[config.mk]
export PLATFORM = sky130hd
export DESIGN_NAME = rect80_key_sched
export DESIGN_NICKNAME = d
export VERILOG_FILES = /design/src/rtl/rect80_key_sched.sv
export SDC_FILE = /design/constraint.sdc
export NUM_CORES = 1
export LEC_CHECK = 0
export BUFFER_PORTS_ARGS = -buffer_cell sky130_fd_sc_hd__buf_2
export CAP_MARGIN = 0
export CORE_AREA = 2 2 116 130
export CTS_BUF_LIST = sky130_fd_sc_hd__clkbuf_2 sky130_fd_sc_hd__clkbuf_4 sky130_fd_sc_hd__clkbuf_8
export DETAILED_ROUTE_END_ITERATION = 12
export DIE_AREA = 0 0 118 132
export PLACE_DENSITY = 0.74
export SETUP_SLACK_MARGIN = 0.15
export SKIP_CTS_REPAIR_TIMING = 1
export SYNTH_ARGS = -nofsm -noshare
export SYNTH_HDL_FRONTEND = slang
export SYNTH_SLANG_ARGS = --single-unit
export TNS_END_PERCENT = 20
[constraint.sdc]
create_clock -name i_clk -period 3.6 [get_ports i_clk]
set_input_delay 0.36 -clock i_clk [delete_from_list [all_inputs] [get_ports i_clk]]
set_output_delay 0.36 -clock i_clk [all_outputs]
set_load 0.02 [all_outputs]
[src/rtl/rect80_key_sched.sv]
`default_nettype none
// ============================================================================
// Module   : rect80_key_sched
// Purpose  : 80-bit RECTANGLE-style key schedule. Loads a master key on
//            i_start and produces round keys K0..K25, advancing one round
//            per i_next. After K25 is consumed, o_done pulses for one cycle.
// Ports    : i_clk        - clock, rising edge
//            i_rst_n      - asynchronous active-low reset
//            i_start      - load iv_key and begin the schedule (IDLE only)
//            iv_key       - master key, Row r at bits [16r+15:16r]
//            i_next       - advance to the next round key (RUN only)
//            ov_key80     - current 80-bit key state, same row packing
//            ov_roundkey  - current round key {Row3,Row2,Row1,Row0}
//            ov_round     - index of the round key presented (0..25)
//            o_valid      - ov_roundkey/ov_key80 hold K_r
//            o_busy       - schedule in progress
//            o_done       - one-cycle pulse after K25 is consumed
// Options  : RECT80_KS_RELOAD_EN - keep a copy of the master key and restart
//            the schedule automatically after DONE.
// Revision : 1.0 - initial release
// ============================================================================
module rect80_key_sched (
  input  logic        i_clk,
  input  logic        i_rst_n,
  input  logic        i_start,
  input  logic [79:0] iv_key,
  input  logic        i_next,
  output logic [79:0] ov_key80,
  output logic [63:0] ov_roundkey,
  output logic [4:0]  ov_round,
  output logic        o_valid,
  output logic        o_busy,
  output logic        o_done
);

  typedef enum logic [1:0] {
    ST_IDLE = 2'd0,
    ST_RUN  = 2'd1,
    ST_DONE = 2'd2
  } state_t;

  localparam logic [4:0] c_RC_INIT    = 5'h01;
  localparam logic [4:0] c_LAST_ROUND = 5'd25;

  state_t      r_state;
  state_t      w_state_nxt;
  logic [79:0] r_key;
  logic [4:0]  r_rc;
  logic [4:0]  r_round;
  logic        w_load;
  logic        w_advance;
  logic        w_reload;
  logic [79:0] w_key_upd;
  logic [4:0]  w_rc_upd;

  function automatic logic [3:0] f_sbox(input logic [3:0] x);
    logic [3:0] y;
    case (x)
      4'h0: y = 4'h6;  4'h1: y = 4'h5;  4'h2: y = 4'hC;  4'h3: y = 4'hA;
      4'h4: y = 4'h1;  4'h5: y = 4'hE;  4'h6: y = 4'h7;  4'h7: y = 4'h9;
      4'h8: y = 4'hB;  4'h9: y = 4'h0;  4'hA: y = 4'h3;  4'hB: y = 4'hD;
      4'hC: y = 4'h8;  4'hD: y = 4'hF;  4'hE: y = 4'h4;  default: y = 4'h2;
    endcase
    return y;
  endfunction

  // Round update: S-box over the four low columns (a column is one bit from
  // each of Row0..Row3), then the generalized Feistel row mix, then rc.
  always_comb begin
    logic [15:0] w_row [5];
    logic [3:0]  w_nib;
    for (int r = 0; r < 5; r++) begin
      w_row[r] = r_key[16*r +: 16];
    end
    for (int j = 0; j < 4; j++) begin
      w_nib = f_sbox({w_row[3][j], w_row[2][j], w_row[1][j], w_row[0][j]});
      for (int r = 0; r < 4; r++) begin
        w_row[r][j] = w_nib[r];
      end
    end
    w_key_upd = {
      w_row[0],                                         // Row4'
      {w_row[3][3:0], w_row[3][15:4]} ^ w_row[4],       // Row3' (rotl 12)
      w_row[3],                                         // Row2'
      w_row[2],                                         // Row1'
      {w_row[0][7:0], w_row[0][15:8]} ^ w_row[1] ^ {11'd0, r_rc}  // Row0'
    };
    w_rc_upd = {r_rc[3:0], r_rc[4] ^ r_rc[2]};
  end

  // State register
  always_ff @(posedge i_clk or negedge i_rst_n) begin
    if (!i_rst_n) begin
      r_state <= ST_IDLE;
    end else begin
      r_state <= w_state_nxt;
    end
  end

  // Next state and control strobes
  always_comb begin
    w_state_nxt = r_state;
    w_load      = 1'b0;
    w_advance   = 1'b0;
    w_reload    = 1'b0;
    case (r_state)
      ST_IDLE: begin
        if (i_start) begin
          w_load      = 1'b1;
          w_state_nxt = ST_RUN;
        end
      end
      ST_RUN: begin
        if (i_next) begin
          if (r_round == c_LAST_ROUND) begin
            w_state_nxt = ST_DONE;
          end else begin
            w_advance = 1'b1;
          end
        end
      end
      ST_DONE: begin
`ifdef RECT80_KS_RELOAD_EN
        w_reload    = 1'b1;
        w_state_nxt = ST_RUN;
`else
        w_state_nxt = ST_IDLE;
`endif
      end
      default: w_state_nxt = ST_IDLE;
    endcase
  end

`ifdef RECT80_KS_RELOAD_EN
  logic [79:0] r_master;

  always_ff @(posedge i_clk or negedge i_rst_n) begin
    if (!i_rst_n) begin
      r_master <= 80'd0;
    end else if (w_load) begin
      r_master <= iv_key;
    end
  end
`endif

  // Key state, round constant and round index
  always_ff @(posedge i_clk or negedge i_rst_n) begin
    if (!i_rst_n) begin
      r_key   <= 80'd0;
      r_rc    <= c_RC_INIT;
      r_round <= 5'd0;
    end else if (w_load) begin
      r_key   <= iv_key;
      r_rc    <= c_RC_INIT;
      r_round <= 5'd0;
    end else if (w_advance) begin
      r_key   <= w_key_upd;
      r_rc    <= w_rc_upd;
      r_round <= r_round + 5'd1;
    end else if (w_reload) begin
`ifdef RECT80_KS_RELOAD_EN
      r_key   <= r_master;
`endif
      r_rc    <= c_RC_INIT;
      r_round <= 5'd0;
    end
  end

  assign ov_key80    = r_key;
  assign ov_roundkey = r_key[63:0];
  assign ov_round    = r_round;
  assign o_valid     = (r_state == ST_RUN);
  assign o_busy      = (r_state == ST_RUN);
  assign o_done      = (r_state == ST_DONE);

endmodule
`default_nettype wire

==> results of run 1 <==
[layout make-up]
cell class / instances / area [um^2] / share of cell area (%)
multi-input cells: 393 / 2530 / 38.6
repair buffers: 241 / 1220 / 18.7
flip-flops and latches: 92 / 2300 / 35.2
inverters: 11 / 41.3 / 0.630
clock buffers: 13 / 166 / 2.54
well taps: 192 / 240 / 3.67
clock inverters: 3 / 45.0 / 0.688
[power groups by stage]
stage	logic [mW]	clock network [mW]	registers [mW]
4_1_cts	3.52	0.782	2.30
6_report	3.49	0.765	2.29
2_1_floorplan	2.45	0	2.56
5_1_grt	3.82	0.827	2.38
3_3_place_gp	3.45	0	2.31
3_5_place_dp	3.51	0	2.32
[flip-flops by register name, indices dropped and copies added (netlist names)]
name      flops
ov_key80     80
r_state       2
r_rc          5
ov_round      5
[synth_stat cells, types with 2 or more instances]
master	number	area [um^2]
buf_4	71	533
xor2_1	28	245
mux2_2	2	22.5
buf_6	10	113
a221o_1	3	30.0
ha_1	20	250
a22oi_2	28	350
nand4_1	2	12.5
inv_1	11	41.3
nand2_1	106	398
nor2_1	51	191
nand3_1	8	40.0
o21ai_0	16	80.1
a22oi_1	14	105
clkbuf_1	3	11.3
mux2i_1	4	40.0
o22ai_1	21	131
o21ai_1	2	10.0
o211ai_1	3	22.5
nand2b_1	6	37.5
a211oi_1	7	52.6
nor2b_1	4	25.0
xnor2_1	18	158
and3_1	10	62.6
buf_2	19	95.1
dfrtp_1	91	2280
a21oi_1	28	140
[per-stage QoR]
step                hold WS [ps]  utilization, %
floorplan                   64.4               -
global placement             472            44.6
detailed placement           477            44.6
CTS                         42.1            46.1
global route                62.2            46.1
finish                      23.9            46.1
[placed cells by master (no fill, tap or decap), types with 9 or more instances in the layout]
master	count
xnor2_1	18
o22ai_1	21
xor2_1	28
ha_1	20
inv_1	11
nor2_1	51
a21oi_1	28
o21ai_0	16
a22oi_1	14
buf_2	234
a22oi_2	28
dfrtp_1	91
clkbuf_8	11
nand2_1	105
and3_1	9
[kinds of logic (layout without fill, tap and decap cells)]
| family | after synthesis | after routing | share of synthesized area [%] |
|---|---|---|---|
| and+or+nand+nor | 195 | 195 | 15.1 |
| AOI/OAI and AO/OA | 126 | 126 | 17.0 |
| buffers and inverters | 114 | 268 | 14.1 |
| DFF | 92 | 92 | 41.0 |
| xor gates and xnor gates | 46 | 46 | 7.18 |
| adders and majority gates | 20 | 20 | 4.46 |
| muxes | 6 | 6 | 1.11 |
[final timing paths]
| kind | from | end | slack, ps | cells past startpoint |
|---|---|---|---|---|
| worst max register to register | ov_round[0] | ov_key80[60] | 1220 | 6 |
| worst min register to register | r_rc[0] | r_rc[1] | 520 | 2 |
| worst min-delay path | i_rst_n | ov_key80[47] | 20 | 1 |
| worst max-delay path | ov_round[0] | ov_key80[60] | 1220 | 6 |
| max in group asynchronous | i_rst_n | r_rc[0] | 2730 | 2 |
| min in group i_clk | iv_key[18] | ov_key80[18] | 180 | 3 |
[layer usage]
metal	vias to the layer above	track usage, %	wire length [um]
li1	2258	-	-
met1	2283	25.5	6820
met2	171	36.1	8120
met3	17	4.24	852
met4	0	6.16	291
met5	-	0	0
==> impl_metrics.env, run 1 <==
export IMPL_status="finished clean"
export IMPL_seq_power_share_pct=35.0
export IMPL_placed_area_um2=6340
export IMPL_dp_slack_ps=1260
export IMPL_stdcell_area_um2=6550
export IMPL_clock_skew_ps=6.67
export IMPL_via_count=4729
export IMPL_max_freq_mhz=421
export IMPL_synth_avg_cell_area_um2=9.37
export IMPL_syn_nets=703
export IMPL_seq_area_frac_synth_pct=41.0
export IMPL_cts_root_buf="clkbuf_8"
export IMPL_initial_core_util_pct=39.5
export IMPL_tns_ps=0
export IMPL_maxCapViolations=0
export IMPL_yosysWarnings=0
export IMPL_slowest_delay_ps=510
export IMPL_cts_sinks=92
export IMPL_wl_per_cell_um=17.0
export IMPL_power_density_nw_per_um2=999
export IMPL_vdd_drop_max_mv=0.423
export IMPL_fin_cells=945
export IMPL_cts_tree="done"
export IMPL_final_nets=852
export IMPL_drt_initial_drc_count=301
export IMPL_die_h_um=132
export IMPL_finalSetupViolCount=0
export IMPL_ant_nets=0
export IMPL_antenna_found_initial=0
export IMPL_coreArea_um2=14200
export IMPL_die_area_um2=15600
export IMPL_switchingPower_mw=3.30
export IMPL_power_mw=6.54
export IMPL_setup_ws_ps=1220
export IMPL_cp_num_buf_inv=1
export IMPL_drtPass1Iterations=4
export IMPL_num_rows=46
export IMPL_crit_fanout=30
export IMPL_grt_total_usage_pct=20.6
export IMPL_crit_path_cell_trace="ha_1, nand4b_1, and3_4, buf_4, a31oi_1, mux2_2"
export IMPL_gp_congestion=0.791
export IMPL_syn_inst=599
export IMPL_arrival_ps=2650
export IMPL_cp_top_family="simple AND/OR/NAND/NOR gates"
export IMPL_grt_ovfl_total=0
export IMPL_p_leak_nw=3.34
export IMPL_async_reset_ff_share_pct=100
export IMPL_boundaryPins=236
export IMPL_nFillCells=1398
export IMPL_diodes=0
export IMPL_port_buffers=235
export IMPL_worstPathRequired_ps=3870
export IMPL_synth_edf_count=0
export IMPL_synth_cell_types=40
export IMPL_fin_crit_sh_pct=66.0
export IMPL_grt_max_degree=56
export IMPL_cp_start_kind="register"
export IMPL_clockBufferDepth=2
export IMPL_ys_ff_latch=92
export IMPL_wl_um=16100
export IMPL_vias_per_cell=5.00
export IMPL_rsz0062_at_grt="no"
export IMPL_ys_flop_type="dfrtp_1"
export IMPL_p_comb_share_pct=53.4
export IMPL_drc=0
export IMPL_h_tree_depth=3
export IMPL_p_int_mw=3.24
export IMPL_clock_power_share_pct=11.7
export IMPL_period_needed_ps=2380
export IMPL_crit_type="reg -> reg"
export IMPL_cp_end_kind="register"
export IMPL_die_w_um=118
export IMPL_cpMaxStageDelayCell="and3_4"
export IMPL_slew_viol_final=0
export IMPL_clk_latency_ps=380
export IMPL_hold_path_class="in -> async"
export IMPL_grt_pass1_vias=4605
export IMPL_clkSlewWorstSetupHoldPaths_ps=90
export IMPL_grt_first_pass_wirelength_um=25300
export IMPL_dp_hpwl_um=11200
export IMPL_slew_headroom_pct=35.6
export IMPL_area_growth_pct=16.7
export IMPL_cts_made_buffers=9
export IMPL_drive_gt1_share_pct=39.0
export IMPL_synth_area_um2=5610
export IMPL_hold_viol=0
export IMPL_place_inst=929
export IMPL_worstMarginPinSlew_ps=963
export IMPL_swShare_pct=50.5
No activity file was read; power rests on OpenSTA's default activity.
==> inputs of run 2 (changes only) <==
--- a/config.mk
+++ b/config.mk
@@ -11,7 +11,7 @@
 export CTS_BUF_LIST = sky130_fd_sc_hd__clkbuf_2 sky130_fd_sc_hd__clkbuf_4 sky130_fd_sc_hd__clkbuf_8
 export DETAILED_ROUTE_END_ITERATION = 12
 export DIE_AREA = 0 0 118 132
-export PLACE_DENSITY = 0.74
+export PLACE_DENSITY = 0.76
 export SETUP_SLACK_MARGIN = 0.15
 export SKIP_CTS_REPAIR_TIMING = 1
 export SYNTH_ARGS = -nofsm -noshare
==> constraint.sdc (replaced) <==
create_clock -name i_clk -period 2.1 [get_ports i_clk]
set_input_delay 0.21 -clock i_clk [delete_from_list [all_inputs] [get_ports i_clk]]
set_output_delay 0.21 -clock i_clk [all_outputs]
set_load 0.02 [all_outputs]
==> impl_metrics.env, run 2 (synthesis gave the netlist of run 1 again) <==
export IMPL_hold_path_class="in -> reg"
export IMPL_slew_headroom_pct=63.3
export IMPL_slowest_delay_ps=450
export IMPL_p_leak_nw=3.43
export IMPL_clkSlewWorstSetupHoldPaths_ps=100
export IMPL_grt_total_usage_pct=21.2
export IMPL_diodes=0
export IMPL_arrival_ps=2090
export IMPL_cts_sinks=92
export IMPL_gp_congestion=0.820
export IMPL_area_growth_pct=20.0
export IMPL_vias_per_cell=4.97
export IMPL_final_common_cell="buf_2"
export IMPL_vdd_drop_max_mv=0.773
export IMPL_num_rows=46
export IMPL_grt_max_degree=41
export IMPL_wl_um=16500
export IMPL_final_nets=864
export IMPL_reg2regPathDepth=6
export IMPL_fin_crit_sh_pct=86.9
export IMPL_crit_type="reg -> reg"
export IMPL_period_needed_ps=1820
export IMPL_port_buffers=235
export IMPL_cts_made_buffers=9
export IMPL_maxCapViolations=0
export IMPL_die_w_um=118
export IMPL_grt_first_pass_wirelength_um=26000
export IMPL_final_cell_mix="234 x buf_2, 105 x nand2_1, 91 x dfrtp_1"
export IMPL_gr_usage_met1_pct=25.8
export IMPL_die_h_um=132
export IMPL_cpMaxStageDelayCell="dfrtp_1"
export IMPL_clockBufferDepth=2
export IMPL_h_tree_depth=3
export IMPL_regToRegSetupSlack_ps=280
export IMPL_use_met2_pct=37.5
export IMPL_antenna_found_initial=0
export IMPL_crit_fanout=8
export IMPL_boundaryPins=236
export IMPL_max_freq_mhz=548
export IMPL_drive_gt1_share_pct=39.9
export IMPL_grt_pass1_vias=4698
export IMPL_drtPass1Iterations=4
export IMPL_power_density_nw_per_um2=1700
export IMPL_coreArea_um2=14200
export IMPL_status="finished clean"
export IMPL_ant_nets=0
export IMPL_dp_hpwl_um=12200
export IMPL_met3_usage_pct=4.15
export IMPL_worstPathRequired_ps=2360
export IMPL_fin_cells=957
export IMPL_finalSetupViolCount=0
export IMPL_via_count=4753
export IMPL_wl_per_cell_um=17.2
export IMPL_stdcell_area_um2=6740
export IMPL_initial_core_util_pct=39.5
export IMPL_crit_path_cell_trace="inv_1, ha_1, a211oi_1, or3_1, a31oi_1, mux2_2"
export IMPL_slew_viol_final=0
export IMPL_cts_root_buf="clkbuf_8"
export IMPL_cp_end_kind="register"
export IMPL_cp_start_kind="register"
export IMPL_die_area_um2=15600
export IMPL_largest_reg_flops=80
export IMPL_hold_viol=0
export IMPL_rsz0062_at_grt="yes"
export IMPL_worstMarginPinSlew_ps=550
export IMPL_drc=0
export IMPL_placed_area_um2=6480
export IMPL_grt_most_used_layer="met2"
export IMPL_clk_latency_ps=380
export IMPL_drt_initial_drc_count=327
export IMPL_hold_depth=3
export IMPL_cts_tree="done"
export IMPL_tns_ps=0
export IMPL_grt_ovfl_total=0
export IMPL_clock_skew_ps=16.8
export IMPL_place_inst=940
[run 2: changes by cell type in the layout (fill, tap and decap cells not counted), sizes merged]
cell / before / now
buf: 241 / 252
clkbuf: 13 / 9
clkinv: 0 / 2
dlygate4sd3: 0 / 1
bufinv: 1 / 3
[run 2: metal layers]
layer | wire length (um) | part of all wire, %
met5 | 0 | 0
met4 | 224 | 1.4
met3 | 878 | 5.3
met2 | 8390 | 51
met1 | 6980 | 42
[run 2: path summary, 6_finish.rpt]
check | start | endpoint
setup / recovery | ov_key80[16] | ov_key80[60]
hold / removal | iv_key[29] | ov_key80[29]
hold reg to reg | r_rc[0] | r_rc[1]
min in group asynchronous | i_rst_n | ov_key80[31]
max in group asynchronous | i_rst_n | r_rc[0]
setup reg to reg | ov_key80[16] | ov_key80[60]
[run 2: cell type report]
| class | instances | area [um^2] |
|---|---|---|
| clock buffer | 9 | 124 |
| multi-input combinational | 393 | 2530 |
| tap | 192 | 240 |
| fill | 1399 | 7480 |
| clock inverter | 7 | 115 |
| sequential | 92 | 2300 |
| timing repair buffer | 253 | 1380 |
| inverter | 11 | 41.3 |
[run 2: critical path, delay by kind of cell, from the launching register on]
kind | cells | cell delay, ps
flip-flops | 1 | 450
AO/OA/AOI/OAI | 2 | 430
adder cells (fa/ha/maj) | 1 | 320
multiplexers | 1 | 260
AND/OR/NAND/NOR | 1 | 160
buffers and inverters | 1 | 100
[run 2: stage by stage]
stage / utilization [%] / worst slack [ps] / hold slack (ps) / power, mW
3_3_place_gp: 45.6 / 373 / 229 / 9.92
3_5_place_dp: 45.6 / 287 / 236 / 10.1
4_1_cts: 47.3 / 262 / -196 / 11.6
2_1_floorplan: - / 295 / -85.6 / 8.59
5_1_grt: 47.4 / 141 / 22.8 / 12.3
6_report: 47.4 / 276 / 44.7 / 11.4
[run 2: report_power, final]
part / switching (mW) / total, mW / internal [mW]
logic: 3.68 / 6.07 / 2.39
registers: 1.37 / 3.92 / 2.56
clock network: 0.666 / 1.45 / 0.786
